**config.mk**
```make
export PLATFORM = sky130hd
export DESIGN_NAME = control_sequencer
export DESIGN_NICKNAME = d
export VERILOG_FILES = /design/src/rtl/control_sequencer.sv
export SDC_FILE = /design/constraint.sdc
export NUM_CORES = 1
export LEC_CHECK = 0
export ABC_AREA = 1
export CAP_MARGIN = 25
export CELL_PAD_IN_SITES_DETAIL_PLACEMENT = 1
export CELL_PAD_IN_SITES_GLOBAL_PLACEMENT = 1
export CORE_MARGIN = 5
export CORE_UTILIZATION = 17
export DETAILED_ROUTE_END_ITERATION = 10
export PLACE_DENSITY_LB_ADDON = 0.1
export SLEW_MARGIN = 25
export SYNTH_ARGS = -nofsm -noshare
export SYNTH_HDL_FRONTEND = slang
export SYNTH_SLANG_ARGS = --single-unit
```
**constraint.sdc**
```tcl
create_clock -name clock -period 3.6 [get_ports clock]
set_input_delay 0.72 -clock clock [delete_from_list [all_inputs] [get_ports clock]]
set_output_delay 0.72 -clock clock [all_outputs]
set_load 0.01 [all_outputs]
```
**src/rtl/control_sequencer.sv**
```systemverilog
// Hardwired control-step sequencer: fetch (T0-T2) plus per-opcode execute steps,
// driving register-field selects for select/encode and the datapath/memory strobes.
module control_sequencer #(
    parameter int OPW  = 5,
    parameter int ALUW = 4
) (
    input  logic            clock,
    input  logic            clear,
    input  logic [31:0]     ir,
    input  logic            mem_ready,
    output logic            GRA,
    output logic            GRB,
    output logic            GRC,
    output logic            Rin,
    output logic            Rout,
    output logic            BAout,
    output logic            Cout,
    output logic            PCout,
    output logic            PCin,
    output logic            IncPC,
    output logic            MARin,
    output logic            MDRin,
    output logic            MDRout,
    output logic            IRin,
    output logic            Yin,
    output logic            Zin,
    output logic            Zlowout,
    output logic            Read,
    output logic            Write,
    output logic [ALUW-1:0] alu_op,
    output logic            run,
    output logic            illegal
);

    typedef enum logic [3:0] {
        RST, T0, T1, T2, T3, T4, T5, T6, T7, HALT
    } state_t;

    localparam logic [OPW-1:0] OP_LD   = OPW'(5'b00000);
    localparam logic [OPW-1:0] OP_LDI  = OPW'(5'b00001);
    localparam logic [OPW-1:0] OP_ST   = OPW'(5'b00010);
    localparam logic [OPW-1:0] OP_ADD  = OPW'(5'b00011);
    localparam logic [OPW-1:0] OP_SUB  = OPW'(5'b00100);
    localparam logic [OPW-1:0] OP_AND  = OPW'(5'b00101);
    localparam logic [OPW-1:0] OP_OR   = OPW'(5'b00110);
    localparam logic [OPW-1:0] OP_ADDI = OPW'(5'b01100);
    localparam logic [OPW-1:0] OP_NOP  = OPW'(5'b11010);
    localparam logic [OPW-1:0] OP_HALT = OPW'(5'b11011);

    localparam logic [ALUW-1:0] ALU_ADD = ALUW'(0);
    localparam logic [ALUW-1:0] ALU_SUB = ALUW'(1);
    localparam logic [ALUW-1:0] ALU_AND = ALUW'(2);
    localparam logic [ALUW-1:0] ALU_OR  = ALUW'(3);

    state_t state, next_state;

    logic [OPW-1:0]  opcode;
    logic            ir_unused;
    logic            is_alu, is_addi, is_ba, is_ld, is_st;
    logic [ALUW-1:0] alu_sel;

    assign opcode    = ir[31 -: OPW];
    assign ir_unused = ^ir[31-OPW:0];

    // Opcode classes: register ALU ops, immediate add, and the base+offset group (ldi/ld/st)
    assign is_alu  = (opcode == OP_ADD) || (opcode == OP_SUB) ||
                     (opcode == OP_AND) || (opcode == OP_OR);
    assign is_addi = (opcode == OP_ADDI);
    assign is_ld   = (opcode == OP_LD);
    assign is_st   = (opcode == OP_ST);
    assign is_ba   = is_ld || is_st || (opcode == OP_LDI);

    always_comb begin
        alu_sel = ALU_ADD;
        case (opcode)
            OP_SUB:  alu_sel = ALU_SUB;
            OP_AND:  alu_sel = ALU_AND;
            OP_OR:   alu_sel = ALU_OR;
            default: alu_sel = ALU_ADD;
        endcase
    end

    always_ff @(posedge clock or posedge clear) begin
        if (clear) state <= RST;
        else       state <= next_state;
    end

    always_comb begin
        next_state = state;
        GRA = 1'b0; GRB = 1'b0; GRC = 1'b0;
        Rin = 1'b0; Rout = 1'b0; BAout = 1'b0; Cout = 1'b0;
        PCout = 1'b0; PCin = 1'b0; IncPC = 1'b0;
        MARin = 1'b0; MDRin = 1'b0; MDRout = 1'b0; IRin = 1'b0;
        Yin = 1'b0; Zin = 1'b0; Zlowout = 1'b0;
        Read = 1'b0; Write = 1'b0;
        alu_op  = ALU_ADD;
        run     = 1'b1;
        illegal = 1'b0;

        case (state)
            RST: next_state = T0;
            T0: begin
                PCout = 1'b1; MARin = 1'b1; IncPC = 1'b1; Zin = 1'b1;
                next_state = T1;
            end
            T1: begin
                Zlowout = 1'b1; PCin = 1'b1; Read = 1'b1; MDRin = 1'b1;
                if (mem_ready) next_state = T2;
            end
            T2: begin
                MDRout = 1'b1; IRin = 1'b1;
                next_state = T3;
            end
            T3: begin
                if (is_alu || is_addi) begin
                    GRB = 1'b1; Rout = 1'b1; Yin = 1'b1;
                    next_state = T4;
                end else if (is_ba) begin
                    GRB = 1'b1; BAout = 1'b1; Yin = 1'b1;
                    next_state = T4;
                end else if (opcode == OP_NOP) begin
                    next_state = T0;
                end else if (opcode == OP_HALT) begin
                    next_state = HALT;
                end else begin
                    illegal    = 1'b1;
                    next_state = T0;
                end
            end
            T4: begin
                Zin = 1'b1;
                if (is_alu) begin
                    GRC = 1'b1; Rout = 1'b1; alu_op = alu_sel;
                end else begin
                    Cout = 1'b1;
                end
                next_state = T5;
            end
            T5: begin
                Zlowout = 1'b1;
                if (is_ld || is_st) begin
                    MARin = 1'b1;
                    next_state = T6;
                end else begin
                    GRA = 1'b1; Rin = 1'b1;
                    next_state = T0;
                end
            end
            T6: begin
                MDRin = 1'b1;
                if (is_ld) begin
                    Read = 1'b1;
                    if (mem_ready) next_state = T7;
                end else begin
                    GRA = 1'b1; Rout = 1'b1;
                    next_state = T7;
                end
            end
            T7: begin
                if (is_ld) begin
                    MDRout = 1'b1; GRA = 1'b1; Rin = 1'b1;
                    next_state = T0;
                end else begin
                    Write = 1'b1;
                    if (mem_ready) next_state = T0;
                end
            end
            HALT: run = 1'b0;
            default: next_state = RST;
        endcase
    end

endmodule

```
After elaboration in Yosys (flattened, before gate mapping)
Cells that the tools add are included.

word-level totals
  bits in registers = 4
  bits of input ports = 35
  output and inout bits = 25
  word-level logic and storage cells = 82

cells by class
  equality and inequality tests = 21
  muxes and demuxes = 47
  bitwise operators = 1
  reduce and logical (&&, ||, !) cells = 12

operators with widths
  operator                                              count
  2-to-1 mux 4 bit                                      11
  one-hot mux 4 bit (10 select lines)                   1
  2-to-1 mux 1 bit                                      27
  equality test 4 x 3 -> 1 bit (second input constant)  4
  equality test 5 x 3 -> 1 bit (second input constant)  3
  equality test 5 x 2 -> 1 bit (second input constant)  2
  equality test 5 bit (second input constant)           2
  equality test 4 x 2 -> 1 bit (second input constant)  2
  equality test 4 bit (second input constant)           2
  one-hot mux 1 bit (2 select lines)                    4
  logical OR 1 bit                                      6
  != test 3 bit (second input constant)                 2
  one-hot mux 1 bit (3 select lines)                    2
  one-hot mux 2 bit (3 select lines)                    1
  OR reduction 2 bit                                    3
  equality test 5 x 1 -> 1 bit (second input constant)  1
  equality test 5 x 4 -> 1 bit (second input constant)  1
  zero test 5 bit                                       1
  equality test 4 x 1 -> 1 bit (second input constant)  1
  zero test 4 bit                                       1
  AND reduction 4 bit                                   1
  2-to-1 mux 3 bit                                      1
  != test 2 bit (second input constant)                 1
  inverter 1 bit                                        1

Logic depth before layout (Yosys ltp)
Gate-level depths: netlist (run 1).

  depth in word-level cells = 7
  mapped depth = 10
  mapped depth without buffers = 9

Least setup slack after synthesis (run 1)
OpenSTA, ideal clock, no wires.

  path kind = input to output
  start = input port ir[31]
  end = output port alu_op[0]
  data arrival time = 1.583 ns
  data required time = 2.880 ns
  setup slack = 1.297 ns
  cell stages on the path = 7
  buffers on the path = 0
  cells stage by stage = inv_1 > nand2_1 > nor2_1 > nand2_1 > nand2_1 > nand3_1 > nor3b_1

between the ends
  word-level cells in the longest chain between the ends = 6
  elaborated cells on any way between the ends = 10
  those cells by class = eq/ne (4); mux (3); reduce/logical (3)

RTL lines
  element                                                                              line    text
  from (decl)                                                                          9       input logic [31:0] ir,
  equality test 5 x 2 -> 1 bit / equality test 5 x 3 -> 1 bit (equally long branches)  66, 75
  logical OR 1 bit (2 in series)                                                       66      assign is_alu = (opcode == OP_ADD) || (opcode == OP_SUB) ||
  logical OR 1 bit                                                                     67      (opcode == OP_AND) || (opcode == OP_OR);
  2-to-1 mux 4 bit (*)                                                                 132     if (is_alu) begin
  2-to-1 mux 4 bit (*)                                                                 100     case (state)
  to (decl)                                                                            30      output logic [ALUW-1:0] alu_op,

Mark *: on every way between the ends. The rest lies on a longest branch, timed or not.

Final worst setup path (run 1)
Same ends and word-level chain as after synthesis.

==> results of run 1 <==
[through the flow]
stage,hold slack (ns),power [mW],instance area [um^2],worst slack (ns)
after floorplan,0.483,0.299,571,1.30
after global placement,0.553,0.485,906,0.248
after detailed placement,0.556,0.486,906,0.249
after CTS,0.563,0.541,928,0.242
after global routing,0.585,0.587,928,0.0750
final,0.562,0.532,928,0.276
[power by group through the flow]
stage	logic (mW)	registers [mW]	clock network (mW)
2_1_floorplan	0.217	0.0823	0
3_3_place_gp	0.392	0.0928	0
3_5_place_dp	0.393	0.0926	0
4_1_cts	0.395	0.0921	0.0536
5_1_grt	0.436	0.0958	0.0547
6_report	0.387	0.0920	0.0521
[Yosys cell counts]
master / count
a21oi_1: 1
buf_4: 4
conb_1: 1
dfrtp_1: 4
inv_1: 21
nand2_1: 33
nand2_2: 1
nand3_1: 16
nand3_2: 1
nand4_1: 3
nor2_1: 13
nor2_2: 3
nor3_1: 5
nor3b_1: 1
o21ai_0: 2
[worst register-to-register path: stages (launching register included)]
cell     delay, ns
dfrtp_1       0.45
nor2_1        0.20
nand2_1       0.09
nor2_2        0.14
nand2_1       0.09
nand2_1       0.11
nand2_2       0.09
nand3_1       0.07
nand2_1       0.06
[cells by family after synthesis]
kind of cell	synth area share (%)
AO/OA/AOI/OAI	2.65
buffers and inverters	19.2
AND/OR/NAND/NOR	59.8
flip-flops	17.7
other	0.662
[placed cells by master (no fill, tap or decap)]
cell type	count
buf_4	1
clkbuf_4	3
clkdlybuf4s50_1	30
nand3_1	16
dfrtp_1	4
inv_1	21
conb_1	2
nor3_1	5
nand2_1	33
a21oi_1	1
nand4_1	3
nand2_2	1
nor3b_1	1
o21ai_0	2
nor2_2	3
nor2_1	13
nand3_2	1
[cell type report]
class	instances	area share [%]
multi-input cells	81	38.9
repair buffers	31	33.2
flip-flops and latches	4	10.8
inverters	21	8.49
well taps	46	6.20
clock buffers	3	2.43
[worst paths after layout]
path                                   endpoint  depth (start not counted)
max                                   alu_op[0]                          9
min                        state[0]$_DFFE_PP0P_                          2
max reg2reg                state[3]$_DFFE_PP0P_                          8
min reg2reg                state[0]$_DFFE_PP0P_                          2
max in group asynchronous  state[2]$_DFFE_PP0P_                          2
min in group asynchronous  state[1]$_DFFE_PP0P_                          2
[per-layer routing]
metal	part of all wire (%)	track usage [%]	wire length (um)
met5	0	0	0
met2	44	15.3	881
met4	0	0.759	0
met3	4.4	1.16	87
met1	51	12.9	1030
==> impl_metrics.ini, run 1 <==
[setup_path]
r2r-start = state[1]$_DFFE_PP0P_
cpPeakStageDelay_ns = 0.56
crit_arrival_ns = 2.60
path_class = input port to output pin
start_kind = input port
worst-path-max-fanout = 6
r2r_slack_ns = 2.19
timing.critical_path.from = ir[31]
cp-end-kind = output pin
timing.critical_path.cells = clkdlybuf4s50_1 > inv_1 > nand2_1 > nor2_1 > nand2_1 > nand2_1 > nand3_1 > nor3b_1 > clkdlybuf4s50_1
crit_family = buffers and inverters
crit_required_ns = 2.88
slowest_stage = clkdlybuf4s50_1
crit_top_cell = nand2_1
path_buf_inv = 3

[synth]
yosysSeqAreaShare_pct = 17.7
synth_top_area_cell = nand2_1
syn_area_um2 = 567
yosys-top-cells-area = nand2_1 (22%), dfrtp_1 (18%), nand3_1 (14%)
avgSynthCellArea_um2 = 5.20
syn_inst = 109
ys_types = 15
synth-seq-cells = 4
yosysTopAreaCellShare_pct = 21.9
ys_warn_count = 0

[power]
p_leak_nw = 0.517
p_sw_mw = 0.248
p_clk_share_pct = 9.8
power_density_mw_per_mm2 = 573
peakVddDrop_mv = 0.116
p_sw_share_pct = 46.6
p_int_mw = 0.284
combPwrFrac_pct = 72.9
power_frac_seq_pct = 17.3

[route]
drtIter0Drc = 30
wl_per_cell_um = 10.7
ant_nets = 0
wirelength_um = 2000
num_vias = 738
dr.pass1.iters = 4
routed_via_density = 3.97
drc = 0

[cells_and_area]
final.fill_count = 443
final_util_pct = 28.3
multi_input_area_um2 = 362
syn2layout_area_growth_pct = 63.8
ff_latch_area_um2 = 100
largest-register = state
reg_top3 = state: 4 flops
antenna_cells = 0
largest_reg_flops = 4
drive_gt1_share_pct = 6.43
final_cells = 186
nNetsFinal = 177

[timing]
finClkSkew_ns = 0.00119
finalHoldViolCount = 0
period_share_pct = 92.3
min_period_ns = 3.32
drv_slew = 0
fmax_ghz = 0.301
setup_tns_ns = 0
setup_viol_count_final = 0
rsz0062_at_grt = false

[grt]
track_usage_pct = 9.17
gr-total-overflow = 0
grt_pass1_vias = 741
grt_first_pass_wirelength_um = 3350
grt_max_degree = 8
antenna_found_initial = 0

[clock_network]
postCtsHoldBufs = 0
htree_levels = 1
clk_path_buf_depth = 2
clock-root-buffer = clkbuf_4
clk_pin_slew_worst_paths_ns = 0.04
postCtsResizedCells = 0
cts_tree = built
clock-sinks = 4
cts_buffers = 3
cts_setup_buffers = 0
insertion_delay_ns = 0.22

[placement]
dp_cells = 183
post-dp-hpwl_um = 1760
port_buffers = 30
gp_congestion = 0.734

[status]
status = finished, final reports clean

[floorplan]
dieArea_mm2 = 0.00459
die_w_um = 67.7
floorplan.rows = 21
initial_core_util_pct = 17.3
die_h_um = 67.7
coreArea_mm2 = 0.00328
io_pins = 60

[hold_path]
min_from = state[0]$_DFFE_PP0P_
hold_class = register to register

[job]
cap_violations = 0
(Power assumes the default switching activity.)
==> run 2: changes to the inputs <==
--- a/config.mk
+++ b/config.mk
@@ -5,12 +5,12 @@
 export SDC_FILE = /design/constraint.sdc
 export NUM_CORES = 1
 export LEC_CHECK = 0
-export ABC_AREA = 1
+export ABC_AREA = 0
 export CAP_MARGIN = 25
 export CELL_PAD_IN_SITES_DETAIL_PLACEMENT = 1
 export CELL_PAD_IN_SITES_GLOBAL_PLACEMENT = 1
 export CORE_MARGIN = 5
-export CORE_UTILIZATION = 17
+export CORE_UTILIZATION = 21
 export DETAILED_ROUTE_END_ITERATION = 10
 export PLACE_DENSITY_LB_ADDON = 0.1
 export SLEW_MARGIN = 25
==> run 2 against run 1 <==
  * Worst setup slack got worse by 0.15 ns
  * First-iteration DRC count increased by 63%
  * Count of clock-buffer cells in the layout unchanged
  * Worst hold slack improved by 0.10 ns
  * Synthesized cell count unchanged
  * Critical path depth decreased by 3
  * Via count increased by 16%
  * Routed wire length increased by 21%
  * Non-clock buffer count increased by 8
  * Final cell count decreased by 2.7%
  * Critical endpoint is now Read
==> impl_metrics.ini, run 2 <==
[power]
peakVddDrop_mv = 0.147
p_clk_share_pct = 8.9
p_int_mw = 0.318
power_density_mw_per_mm2 = 588
p_sw_share_pct = 49.3
combPwrFrac_pct = 65.7
p_sw_mw = 0.309
p_leak_nw = 0.433
finalPower_mw = 0.627
power_frac_seq_pct = 25.4

[setup_path]
crit_required_ns = 2.88
path_class = input port to output pin
crit_arrival_ns = 2.75
crit_family = buffers and inverters
cp.depth = 6
worst-path-max-fanout = 4
crit_top_cell = clkdlybuf4s50_1
cp-end-kind = output pin
slowest_stage = clkdlybuf4s50_1
start_kind = input port
path_buf_inv = 2
timing.critical_path.cells = clkdlybuf4s50_1 > or4_4 > nor2_4 > nand2_1 > a211oi_1 > clkdlybuf4s50_1
reg2reg_depth = 4
cpPeakStageDelay_ns = 0.58

[route]
drtIter0Drc = 49
drc = 0
routed_via_density = 4.72
wl_per_cell_um = 13.4
ant_nets = 0
wirelength_um = 2420
num_vias = 855
dr.pass1.iters = 4

[synth]
synth_top_area_cell = dfrtp_1
synth-seq-cells = 4
ys_warn_count = 0
yosys-top-cells-area = dfrtp_1 (15%), a21oi_1 (7.3%), nor2_1 (7.1%)
avgSynthCellArea_um2 = 6.32
syn_area_um2 = 689
synth_flop_cell = dfrtp_1
syn_inst = 109
synth_enable_flop_cells = 0
synth-simple-area-share_pct = 40.5
synth.top_cells.by_count = nor2_1 (13), a21oi_1 (10), clkbuf_1 (9), nand2_1 (8)
synth_top_family_by_area = simple AND/OR/NAND/NOR gates
synthAdderAreaFrac_pct = 0
async_flop_share_pct = 100
ys_types = 32
yosysSeqAreaShare_pct = 14.5
yosysTopAreaCellShare_pct = 14.5
synthMuxAreaShare_pct = 0
synth.most_common_cell = nor2_1
synth_xor_area_share_pct = 1.27
synth-compound-area-share_pct = 27.9

[timing]
tightest_slew_ns = 0.660
setup_tns_ns = 0
min_period_ns = 3.47
period_share_pct = 96.5
timing.final.ws_setup_ns = 0.126
drv_slew = 0
rsz0062_at_grt = false
finalHoldViolCount = 0
fmax_ghz = 0.288
setup_viol_count_final = 0
finClkSkew_ns = 0.00284
slew_headroom_pct = 56.0

[cells_and_area]
ff_latch_area_um2 = 100
drive_gt1_share_pct = 12.4
nNetsFinal = 174
mostFrequentLayoutCell = clkdlybuf4s50_1
post-route-cell-area_mm2 = 0.00107
largest-register = state
largest_reg_flops = 4
antenna_cells = 0
layout_common_cells = clkdlybuf4s50_1 (27), nor2_1 (13), a21oi_1 (10)
multi_input_area_um2 = 498
syn2layout_area_growth_pct = 54.6
reg_top3 = state: 4 flops
final.fill_count = 410

[clock_network]
cts_buffers = 3
clk_pin_slew_worst_paths_ns = 0.04
clock-root-buffer = clkbuf_4
insertion_delay_ns = 0.23
postCtsHoldBufs = 0
htree_levels = 1
clock-sinks = 4
clk_path_buf_depth = 2
cts_tree = built
cts_setup_buffers = 0

[job]
cap_violations = 0

[floorplan]
dieArea_mm2 = 0.00453
die_h_um = 67.3
io_pins = 60
die_w_um = 67.3
initial_core_util_pct = 22.2
floorplan.rows = 20
coreArea_mm2 = 0.00310

[status]
status = finished, final reports clean

[placement]
dpl_cell_area_mm2 = 0.00103
pre_cts_ws_ns = -0.0293
post-dp-hpwl_um = 1870
port_buffers = 30
gp_congestion = 0.793

[hold_path]
hold_class = input port to async pin

[grt]
antenna_found_initial = 0
grt_first_pass_wirelength_um = 4070
track_usage_pct = 11.3
grt_pass1_vias = 850
gr-total-overflow = 0
grt_max_degree = 21
==> run 2: cell count changes in the layout (fill, tap and decap cells not counted), moves of 4 or more <==
cell / change
nand2b_1: +5
a211oi_1: +4
nand3_1: -11
buf_4: +8
nand2_1: -25
o21a_1: +5
a21oi_1: +9
nor4_1: +7
inv_1: -16
==> run 2: worst register-to-register path: cells and delay by family (launching register included) <==
kind,cells,cell delay [ns]
AOI/OAI and AO/OA,1,0.12
buffers and inverters,1,0.18
DFF,1,0.76
and+or+nand+nor,2,0.49
==> run 2: final cells by class <==
cell class	count	share of cell area [%]
Multi-Input combinational cell	86	46.7
Inverter	5	1.76
Sequential cell	4	9.39
Tap cell	44	5.16
Clock buffer	3	2.11
Timing Repair Buffer	39	34.9
==> run 2: kinds of logic (layout without fill, tap and decap cells) <==
| family | count (synthesis) | count (layout) |
|---|---|---|
| and+or+nand+nor | 54 | 54 |
| AOI/OAI and AO/OA | 29 | 29 |
| buffers and inverters | 20 | 47 |
| DFF | 4 | 4 |
| other | 1 | 2 |
| xor gates and xnor gates | 1 | 1 |
==> run 2: metrics by stage <==
stage,util [%],std cells,hold WS (ns)
after CTS,34.0,181,0.663
after detailed placement,33.2,178,0.746
final,34.4,181,0.666
after floorplan,-,110,0.486
after global routing,34.4,181,0.668
after global placement,33.2,178,0.746
==> run 2: power by group through the flow <==
stage	logic, mW	registers (mW)	clock network, mW
finish	0.412	0.159	0.0560
global route	0.454	0.168	0.0631
CTS	0.422	0.158	0.0590
detailed placement	0.421	0.158	0
global placement	0.422	0.158	0
floorplan	0.295	0.0764	0
==> run 2: path summary, 6_finish.rpt <==
| check | start | end | slack (ns) |
|---|---|---|---|
| min reg2reg | state[3]$_DFFE_PP0P_ | state[1]$_DFFE_PP0P_ | 0.74 |
| max | ir[31] | Read | 0.13 |
| max reg2reg | state[0]$_DFFE_PP0P_ | state[2]$_DFFE_PP0P_ | 1.93 |
| min in group clock | state[3]$_DFFE_PP0P_ | state[1]$_DFFE_PP0P_ | 0.74 |
| max in group asynchronous | clear | state[3]$_DFFE_PP0P_ | 2.79 |
| min | clear | state[0]$_DFFE_PP0P_ | 0.67 |
==> run 2: routing by layer <==
metal	vias to the layer above	share of wire, %	global-route usage [%]
met1	396	52	16.0
met2	19	44	17.4
met3	0	4.3	3.00
li1	440	-	-
met4	0	0	1.52
met5	-	0	0
==> run 2: what timing repair did <==
| action | CTS | global route |
|---|---|---|
| setup endpoints to repair | 2 | 2 |
| hold endpoints to repair | 0 | 0 |
| gates resized for setup | 2 | 3 |
